## src/rtl/nes_bus_pkg.sv

```systemverilog
// Shared types and address map for the NES CPU-side bus controller.
// The region decoder lives here so the DMA engine and the top agree on one map.
package nes_bus_pkg;

   typedef enum logic [2:0] {IDLE, HALT, ALIGN, RD, WR} dma_state_e;

   typedef enum logic [2:0] {
      REG_RAM, REG_PPU, REG_APU, REG_DMA, REG_OPEN, REG_CART
   } bus_region_e;

   localparam logic [15:0] PPU_BASE  = 16'h2000;
   localparam logic [15:0] APU_BASE  = 16'h4000;
   localparam logic [15:0] APU_LAST  = 16'h4017;
   localparam logic [15:0] DMA_ADDR  = 16'h4014;
   localparam logic [15:0] CART_BASE = 16'h4020;

   function automatic bus_region_e decode_region(input logic [15:0] addr);
      bus_region_e r;
      if (addr < PPU_BASE) begin
         r = REG_RAM;
      end else if (addr < APU_BASE) begin
         r = REG_PPU;
      end else if (addr == DMA_ADDR) begin
         r = REG_DMA;
      end else if (addr <= APU_LAST) begin
         r = REG_APU;
      end else if (addr < CART_BASE) begin
         r = REG_OPEN;
      end else begin
         r = REG_CART;
      end
      return r;
   endfunction

endpackage

```

## src/rtl/nes_oam_dma.sv

```systemverilog
// $4014 OAM DMA engine: halts the CPU, optionally aligns to the bus parity, then
// alternates a source read and a write to the PPU OAM data register per byte.
module nes_oam_dma
   import nes_bus_pkg::*;
#(
   parameter int unsigned DMA_LEN = 256,
   parameter int unsigned OAM_REG = 4
) (
   input  logic        clk,
   input  logic        rst,
   input  logic        start,
   input  logic [7:0]  start_page,
   input  logic [7:0]  rd_data,
   output logic        active,
   output logic        rdy,
   output logic        bus_en,
   output logic [15:0] addr,
   output logic        rw_n,
   output logic [7:0]  wdata
);

   localparam logic [8:0]  LAST_IDX = 9'(DMA_LEN - 1);
   localparam logic [15:0] OAM_ADDR = PPU_BASE + 16'(OAM_REG);

   dma_state_e state;
   logic [7:0] page;
   logic [8:0] idx;
   logic [7:0] dma_buf;
   logic       parity;

   always_ff @(posedge clk) begin
      if (rst) begin
         state   <= IDLE;
         page    <= 8'h00;
         idx     <= 9'd0;
         dma_buf <= 8'h00;
         parity  <= 1'b0;
         rdy     <= 1'b1;
         active  <= 1'b0;
      end else begin
         parity <= ~parity;
         case (state)
            IDLE: begin
               if (start) begin
                  state  <= HALT;
                  page   <= start_page;
                  idx    <= 9'd0;
                  rdy    <= 1'b0;
                  active <= 1'b1;
               end
            end
            // An odd halt cycle costs one extra idle cycle before the first read.
            HALT:  state <= parity ? ALIGN : RD;
            ALIGN: state <= RD;
            RD: begin
               dma_buf <= rd_data;
               state   <= WR;
            end
            WR: begin
               idx <= idx + 9'd1;
               if (idx == LAST_IDX) begin
                  state  <= IDLE;
                  rdy    <= 1'b1;
                  active <= 1'b0;
               end else begin
                  state <= RD;
               end
            end
            default: state <= IDLE;
         endcase
      end
   end

   always_comb begin
      bus_en = (state == RD) || (state == WR);
      rw_n   = (state != WR);
      addr   = (state == WR) ? OAM_ADDR : {page, idx[7:0]};
      wdata  = dma_buf;
   end

endmodule

```

## src/rtl/nes_cpu_bus_ctrl.sv

```systemverilog
// CPU-side NES bus controller: master mux between CPU and OAM DMA, address decode
// with RAM/PPU mirroring, read-data mux and the open-bus latch.
module nes_cpu_bus_ctrl
   import nes_bus_pkg::*;
#(
   parameter int unsigned RAM_AW     = 11,
   parameter int unsigned PPU_REG_AW = 3,
   parameter int unsigned DMA_LEN    = 256,
   parameter int unsigned OAM_REG    = 4
) (
   input  logic                  CPU_CLK,
   input  logic                  CPU_RESET,
   input  logic [15:0]           CPU_ADDR,
   input  logic [7:0]            CPU_DATA_OUT,
   input  logic                  CPU_RW_n,
   output logic [7:0]            CPU_DATA_IN,
   output logic                  CPU_RDY,
   output logic                  DMA_ACTIVE,
   output logic [RAM_AW-1:0]     SYSRAM_ADDR,
   output logic [7:0]            SYSRAM_WDATA,
   output logic                  SYSRAM_WREN,
   input  logic [7:0]            SYSRAM_RDATA,
   output logic                  PPU_CS,
   output logic [PPU_REG_AW-1:0] PPU_REG,
   output logic                  PPU_RW_n,
   output logic [7:0]            PPU_WDATA,
   input  logic [7:0]            PPU_RDATA,
   output logic                  APU_CS,
   output logic [4:0]            APU_ADDR,
   input  logic [7:0]            APU_RDATA,
   output logic                  CART_CS,
   output logic [15:0]           CART_ADDR,
   output logic                  CART_RW_n,
   output logic [7:0]            CART_WDATA,
   input  logic [7:0]            CART_RDATA
);

   logic [15:0] dma_addr;
   logic        dma_rw_n;
   logic [7:0]  dma_wdata;
   logic        dma_bus_en;
   logic        dma_start;

   logic [15:0] m_addr;
   logic        m_rw_n;
   logic [7:0]  m_wdata;
   logic        m_en;
   bus_region_e region;
   logic [7:0]  rd_data;
   logic [7:0]  open_bus;

   // Bus master: the DMA engine owns the bus whenever it is not idle.
   always_comb begin
      if (DMA_ACTIVE) begin
         m_addr  = dma_addr;
         m_rw_n  = dma_rw_n;
         m_wdata = dma_wdata;
         m_en    = dma_bus_en;
      end else begin
         m_addr  = CPU_ADDR;
         m_rw_n  = CPU_RW_n;
         m_wdata = CPU_DATA_OUT;
         m_en    = 1'b1;
      end
      if (CPU_RESET) begin
         m_en = 1'b0;
      end
   end

   assign region = decode_region(m_addr);

   always_comb begin
      case (region)
         REG_RAM:  rd_data = SYSRAM_RDATA;
         REG_PPU:  rd_data = PPU_RDATA;
         REG_APU:  rd_data = APU_RDATA;
         REG_CART: rd_data = CART_RDATA;
         default:  rd_data = open_bus;
      endcase
   end

   assign CPU_DATA_IN  = rd_data;

   assign SYSRAM_ADDR  = m_addr[RAM_AW-1:0];
   assign SYSRAM_WDATA = m_wdata;
   assign SYSRAM_WREN  = m_en && (region == REG_RAM) && !m_rw_n;

   assign PPU_CS       = m_en && (region == REG_PPU);
   assign PPU_REG      = m_addr[PPU_REG_AW-1:0];
   assign PPU_RW_n     = PPU_CS ? m_rw_n : 1'b1;
   assign PPU_WDATA    = m_wdata;

   assign APU_CS       = m_en && (region == REG_APU);
   assign APU_ADDR     = m_addr[4:0];

   assign CART_CS      = m_en && (region == REG_CART);
   assign CART_ADDR    = m_addr;
   assign CART_RW_n    = CART_CS ? m_rw_n : 1'b1;
   assign CART_WDATA   = m_wdata;

   assign dma_start    = !DMA_ACTIVE && !CPU_RESET && (region == REG_DMA) && !CPU_RW_n;

   // Whatever was last driven on the data bus lingers for unmapped reads.
   always_ff @(posedge CPU_CLK) begin
      if (CPU_RESET) begin
         open_bus <= 8'h00;
      end else if (m_en) begin
         open_bus <= m_rw_n ? rd_data : m_wdata;
      end
   end

   nes_oam_dma #(
      .DMA_LEN (DMA_LEN),
      .OAM_REG (OAM_REG)
   ) u_oam_dma (
      .clk        (CPU_CLK),
      .rst        (CPU_RESET),
      .start      (dma_start),
      .start_page (CPU_DATA_OUT),
      .rd_data    (rd_data),
      .active     (DMA_ACTIVE),
      .rdy        (CPU_RDY),
      .bus_en     (dma_bus_en),
      .addr       (dma_addr),
      .rw_n       (dma_rw_n),
      .wdata      (dma_wdata)
   );

   // The CPU is halted during DMA, so a $4014 write can only come from a broken master.
   dma_write_while_active: assert property (@(posedge CPU_CLK) disable iff (CPU_RESET)
      !(DMA_ACTIVE && (CPU_ADDR == DMA_ADDR) && !CPU_RW_n));

endmodule

```

## config.mk

```make
export PLATFORM = sky130hd
export DESIGN_NAME = nes_cpu_bus_ctrl
export DESIGN_NICKNAME = d
export VERILOG_FILES = /design/src/rtl/nes_bus_pkg.sv /design/src/rtl/nes_oam_dma.sv /design/src/rtl/nes_cpu_bus_ctrl.sv
export SDC_FILE = /design/constraint.sdc
export NUM_CORES = 1
export LEC_CHECK = 0
export ABC_AREA = 1
export BUFFER_PORTS_ARGS = -buffer_cell sky130_fd_sc_hd__buf_2
export CAP_MARGIN = 20
export CORE_UTILIZATION = 25
export DETAILED_ROUTE_END_ITERATION = 7
export GPL_TIMING_DRIVEN = 0
export HOLD_SLACK_MARGIN = 0.08
export PLACE_DENSITY = 0.51
export SLEW_MARGIN = 15
export SYNTH_ARGS = -nofsm -noshare
export SYNTH_HDL_FRONTEND = slang
export SYNTH_SLANG_ARGS = --single-unit
```

## constraint.sdc

```tcl
create_clock -name CPU_CLK -period 5.4 [get_ports CPU_CLK]
set_input_delay 0.27 -clock CPU_CLK [delete_from_list [all_inputs] [get_ports CPU_CLK]]
set_output_delay 0.27 -clock CPU_CLK [all_outputs]
set_load 0.01 [all_outputs]
```

Word level (Yosys, flattened, before mapping)
Index checks and enable logic that the tools add are counted.
{ "op_classes": {"n_addsub": 1, "multipliers": 0, "div": 0, "n_lt_le_gt_ge": 4, "eq_ne": 13, "n_shift": 0, "muxes": 27, "n_bitwise": 1, "n_reduce_logical": 19} }
{ "op_table": {"columns": ["op", "count"], "rows": [
  ["$lt 16x15->1 const B", 2],
  ["$mux 16", 2],
  ["$pmux 8 s4", 1],
  ["$pmux 9 s2", 1],
  ["$eq 16x15->1 const B", 1],
  ["$le 16x15->1 const B", 1],
  ["$lt 16x14->1 const B", 1],
  ["$mux 8", 2],
  ["$mux 3", 5],
  ["$pmux 3 s5", 1],
  ["$eq 3x2->1 const B", 4],
  ["$mux 1", 11],
  ["$add 9x1->9 const B", 1],
  ["$eq 9x8->1 const B", 1],
  ["$mux 9", 1],
  ["$logic_and 1x1->1", 8],
  ["$eq 3x1->1 const B", 2],
  ["$eq 3x3->1 const B", 2],
  ["$logic_not 3->1", 2],
  ["$logic_not 1->1", 4],
  ["$pmux 1 s2", 2],
  ["$reduce_and 2->1", 2],
  ["$ne 3x3->1 const B", 1],
  ["$reduce_and 3->1", 1],
  ["other kinds (6)", 6]
]} }
{ "word_totals": {"register_bits": 39, "latchBits": 0, "mem_bits_rw": 0, "rom_bits": 0, "out_inout_bits": 75, "n_memories": 0} }

Logic depth before layout (Yosys ltp)
{ "depth": {"ltp_word": 14, "mapped_depth": 18, "ltp_nobuf": 18} }

Cells and area by module
From an unflattened synthesis, not the netlist that was laid out.
{ "hier_totals": {"cells_unflattened": 519, "area_unflattened_um2": 3270.6} }
{ "modules_own_cells": {"columns": ["mod", "instances", "cells_each", "area_per_inst_um2", "seq_area_each_um2"], "rows": [
  ["nes_cpu_bus_ctrl", 1, 317, 1818.0, 160.2],
  ["nes_oam_dma", 1, 202, 1452.6, 620.6]
]} }

Worst setup path before layout
Ideal clock, no wire load.
{ "synth_path": {"path_type": "flip-flop to output port", "from": "reg u_oam_dma.active", "to": "out CPU_DATA_IN[0]", "arrival_time_ps": 1810, "required_ps": 5130, "path_slack_ps": 3320, "path_stages_with_launch": 16, "path_buffers": 1, "path_cell_list": "dfxtp_1 -> buf_2 -> nand3_1 -> nand2_1 -> inv_1 -> nand2_2 -> nor2_1 -> nand2_2 -> nand2_2 -> nor2_4 -> nand3_2 -> nand2_2 -> nand2_2 -> nand2_4 -> nand2_2 -> nand2_2"} }
{ "synth_via": {"elab_chain_cells": 9, "elab_cells_between_ends": 16, "classes_between": "order compare: 4; eq/ne: 4; mux: 7; reduce/logical: 1"} }
{ "synth_rtl": {"columns": ["item", "line", "source"], "rows": [
  ["start, declared", "nes_oam_dma.sv:14", "output logic active,"],
  ["start signal, assigned", "nes_oam_dma.sv:39", "active <= 1'b0;"],
  ["start signal, assigned", "nes_oam_dma.sv:49", "active <= 1'b1;"],
  ["start signal, assigned", "nes_oam_dma.sv:64", "active <= 1'b0;"],
  ["$mux 16 (*)", "nes_cpu_bus_ctrl.sv:54", "if (DMA_ACTIVE) begin"],
  ["via CART_ADDR[12]", "nes_cpu_bus_ctrl.sv:32", "output logic [15:0] CART_ADDR,"],
  ["$lt 16x15->1", "nes_bus_pkg.sv:27", "end else if (addr < CART_BASE) begin"],
  ["$mux 1", "nes_bus_pkg.sv:27", null],
  ["$mux 3", "nes_bus_pkg.sv:25", "end else if (addr <= APU_LAST) begin"],
  ["$mux 3", "nes_bus_pkg.sv:23", "end else if (addr == DMA_ADDR) begin"],
  ["$mux 3", "nes_bus_pkg.sv:21", "end else if (addr < APU_BASE) begin"],
  ["$mux 3 (*)", "nes_bus_pkg.sv:19", "if (addr < PPU_BASE) begin"],
  ["$eq 3x3->1 (tied with other cells)", "nes_cpu_bus_ctrl.sv:73", "case (region)"],
  ["$pmux 8 s4 (*)", "nes_cpu_bus_ctrl.sv:73", null],
  ["end, declared", "nes_cpu_bus_ctrl.sv:16", "output logic [7:0] CPU_DATA_IN,"]
]} }
Mark *: on every way through the listed nets, which the timed path passes. The rest lies on a longest branch.

Final worst setup path
{ "layout_path": {"from": "reg u_oam_dma.active", "to": "out CPU_DATA_IN[4]"} }
{ "layout_via": {"elab_chain_cells": 9, "elab_cells_between_ends": 16, "classes_between": "order compare: 4; eq/ne: 4; mux: 7; reduce/logical: 1"} }
{ "layout_rtl": {"columns": ["item", "line"], "rows": [
  ["$mux 16 (*)", "nes_cpu_bus_ctrl.sv:54"],
  ["$lt 16x15->1", "nes_bus_pkg.sv:27"],
  ["$mux 1", "nes_bus_pkg.sv:27"],
  ["$mux 3", "nes_bus_pkg.sv:25"],
  ["$mux 3", "nes_bus_pkg.sv:23"],
  ["$mux 3", "nes_bus_pkg.sv:21"],
  ["$mux 3 (*)", "nes_bus_pkg.sv:19"],
  ["$eq 3x3->1 (tied with other cells)", "nes_cpu_bus_ctrl.sv:73"],
  ["$pmux 8 s4 (*)", "nes_cpu_bus_ctrl.sv:73"]
]} }
Mark *: on every way between the ends. The rest lies on a longest branch, timed or not.

==> out/results.ini <==
[status]
outcome=finished clean

[detailed_routing]
route.met2.wl_mm=4.34
vias=3329
totalWireLength_mm=9.64
antenna_left=0
vias_per_cell=4.25
drc_errors=0
wl_met1_mm=4.90
met3_length_um=321
wire_per_inst_um=12.3
highest_layer=met4
first_pass_iters=4
drt_iter0_markers=172

[pwr]
p_per_area_nw_per_um2=205
cellLeakagePower_uw=0.00205
power_frac_clock=0.404
fin_total_pwr_uw=852
p_switching_uw=238
irDropWorstVdd_mv=0.145
internal_power_uw=614
comb_power_share=0.236
switching_share=0.279
pwr-share-seq=0.359

[grt]
antenna_found_initial=0
grt_pass1_wl_mm=15.4
grt_max_degree=13
grt_overflow=0
grt_pass1_vias=3081
track_usage=0.150

[synthesis]
synth_top_area_cell=dfxtp_1
yosys_warnings=0
synth_area_per_cell_um2=6.54
synth-simple-area-share=0.402
synth_area_um2=3110
ys_types=35
async_reset_ff_frac=0
synth_compound_area_frac=0.149
ys_top_cells_by_area=dfxtp_1, nand2_1, buf_4
synthCells=475
yosys.area_share.adder=0.00806
synthMuxAreaShare=0
synth_top_family_by_area=simple AND/OR/NAND/NOR gates
synth_seq_area_share=0.251
synth-main-ff-cell=dfxtp_1
synth_xor_area_frac=0
synth_top_area_share=0.251
synth-edff-count=0
synth_nets=536
yosysMostFrequentCell=nand2_1
yosys_register_bits=39
synth_common_cells=nand2_1, nor2_1, inv_1, nand2_2, dfxtp_1

[sta]
min_period_over_period=0.540
drv_slew=0
fmax_mhz=343
setup_viol=0
setup_slack_ps=2480
tightest_slew_ps=568
grt_setup_unrepaired=no
skew_ps=3.98
min_period_ps=2920
tns_ps=0
slew_headroom=0.619
hold_viol_final=0

[critical_path]
crit_end=CPU_DATA_IN[4]
worst-r2r-cell-count=14
crit_slowest_cell=dfxtp_1
slowest_delay_ps=440
crit_chain=inv_2, clkbuf_1, nand2_1, nand2_1, nor2_1, nand2_1, nor2_1, nand3_2, nand2_2, nor2_4, nand3_1, nand2_1, nor2_1, nand2_2, buf_2
cp_max_fo=10
arrival_ps=2650
startpoint=u_oam_dma.active
end_kind=primary output
worst-path-stages=15
reg2reg_slack_ps=2880
cp_top_family=simple AND/OR/NAND/NOR gates
r2r-end=u_oam_dma.idx[3]
timing.rr.start=u_oam_dma.active
worstPathRequired_ps=5130
cp_common_cell=nand2_1
worstSetupPathType=flop to primary output
critPathLaunchType=flop
cp_num_buf_inv=3

[clock_network]
h-tree-depth=2
cts_tree=done
postCtsHoldBufs=0
cts_buffers=5
cts_resized=0
cts.sinks=39
clockBufferDepth=2
clkTransAtPathRegs_ps=60
cts_setup_buffers=0
clkLatencyLatePin_ps=280
cts-root-buf=clkbuf_16

[placement]
dp.cells=775
pre_cts_slack_ps=2750
place_congestion=0.803
hpwlAfterDp_mm=8.00
portBuffers=132

[die]
fp.dieH_um=113
core_area_um2=12100
start_util=0.257
die-area_um2=12900
rows=40
io_pins=134
die-width_um=113

[cells_and_area]
antenna_cells=0
nFillCells=1355
fin_nets=675
final_util=0.344
drive_above_1_share=0.433
fin_cells=783
syn_to_final_growth_pct=33.6

[run]
cap_violations=0

[min_path]
hp-class=primary input to flop

==> per-layer routing <==
| metal | track usage | vias up |
|---|---|---|
| met4 | 0.0333 | 0 |
| li1 | - | 1744 |
| met1 | 0.216 | 1508 |
| met5 | 0 | - |
| met3 | 0.0138 | 7 |
| met2 | 0.241 | 70 |
==> cell families (layout without fill, tap and decap cells) <==
| family | count (synthesis) | count (layout) |
|---|---|---|
| simple gates | 247 | 247 |
| buf+inv | 111 | 251 |
| compound gates | 76 | 76 |
| flops | 39 | 39 |
| fa+ha+maj | 2 | 2 |
==> through the flow <==
step | hold slack, ps | area, um^2
3_5_place_dp | 409 | 3980
2_1_floorplan | 393 | 3110
6_report | 270 | 4150
3_3_place_gp | 406 | 3980
5_1_grt | 265 | 4150
4_1_cts | 256 | 4150
==> cells in the final DEF, fill, tap and decap left out, types with 2 or more instances in the layout <==
| cell | instances |
|---|---|
| nand2_4 | 3 |
| buf_4 | 37 |
| buf_6 | 2 |
| buf_2 | 134 |
| nor2_4 | 4 |
| dfxtp_1 | 39 |
| nor3_1 | 5 |
| nor2_1 | 65 |
| nand2_2 | 41 |
| o21ai_1 | 11 |
| o211ai_1 | 2 |
| nand3_2 | 13 |
| a22o_1 | 7 |
| inv_2 | 5 |
| or2_2 | 2 |
| clkbuf_1 | 8 |
| inv_1 | 55 |
| nor2_2 | 4 |
| nand2_1 | 78 |
| nand3_1 | 27 |
| a21oi_2 | 8 |
| clkbuf_16 | 5 |
| o21ai_0 | 18 |
| a21oi_1 | 26 |
| ha_1 | 2 |
==> power by group through the flow <==
stage          clock, uW  combinational [uW]  sequential [uW]
6_report             344                 201              306
5_1_grt              364                 223              308
4_1_cts              353                 204              306
3_5_place_dp           0                 203              313
3_3_place_gp           0                 201              312
2_1_floorplan          0                 127              311
==> tightest hold or removal path, stage by stage <==
cell	delay (ps)
buf_2	100
nor2_1	50
nor2_1	90
==> sequential cells by signal, indices dropped and copies added, names as in the netlist <==
name,cells
u_oam_dma.page,8
u_oam_dma.state,3
u_oam_dma.idx,9
u_oam_dma.rdy,1
u_oam_dma.wdata,8
open_bus,8
u_oam_dma.active,1
u_oam_dma.parity,1
==> final cells by class <==
class | instances | area (um^2) | area share
Multi-Input combinational cell | 325 | 1740 | 0.418
Sequential cell | 39 | 781 | 0.188
Timing Repair Buffer | 132 | 661 | 0.159
Buffer | 50 | 360 | 0.0868
Inverter | 61 | 229 | 0.0552
Tap cell | 168 | 210 | 0.0506
Clock buffer | 6 | 139 | 0.0335
Clock inverter | 2 | 35.0 | 0.00844
==> worst min-delay path by stage <==
| stage | from | end | slack (ps) | cells after the start |
|---|---|---|---|---|
| 2_1_floorplan | u_oam_dma.parity | u_oam_dma.parity | 390 | 1 |
| 3_3_place_gp | u_oam_dma.parity | u_oam_dma.parity | 410 | 1 |
| 3_5_place_dp | u_oam_dma.parity | u_oam_dma.parity | 410 | 1 |
| 4_1_cts | CPU_DATA_OUT[1] | u_oam_dma.page[1] | 260 | 3 |
| 5_1_grt | CPU_DATA_OUT[1] | u_oam_dma.page[1] | 260 | 3 |
| 6_report | CPU_DATA_OUT[1] | u_oam_dma.page[1] | 270 | 3 |
(Power assumes the default switching activity.)
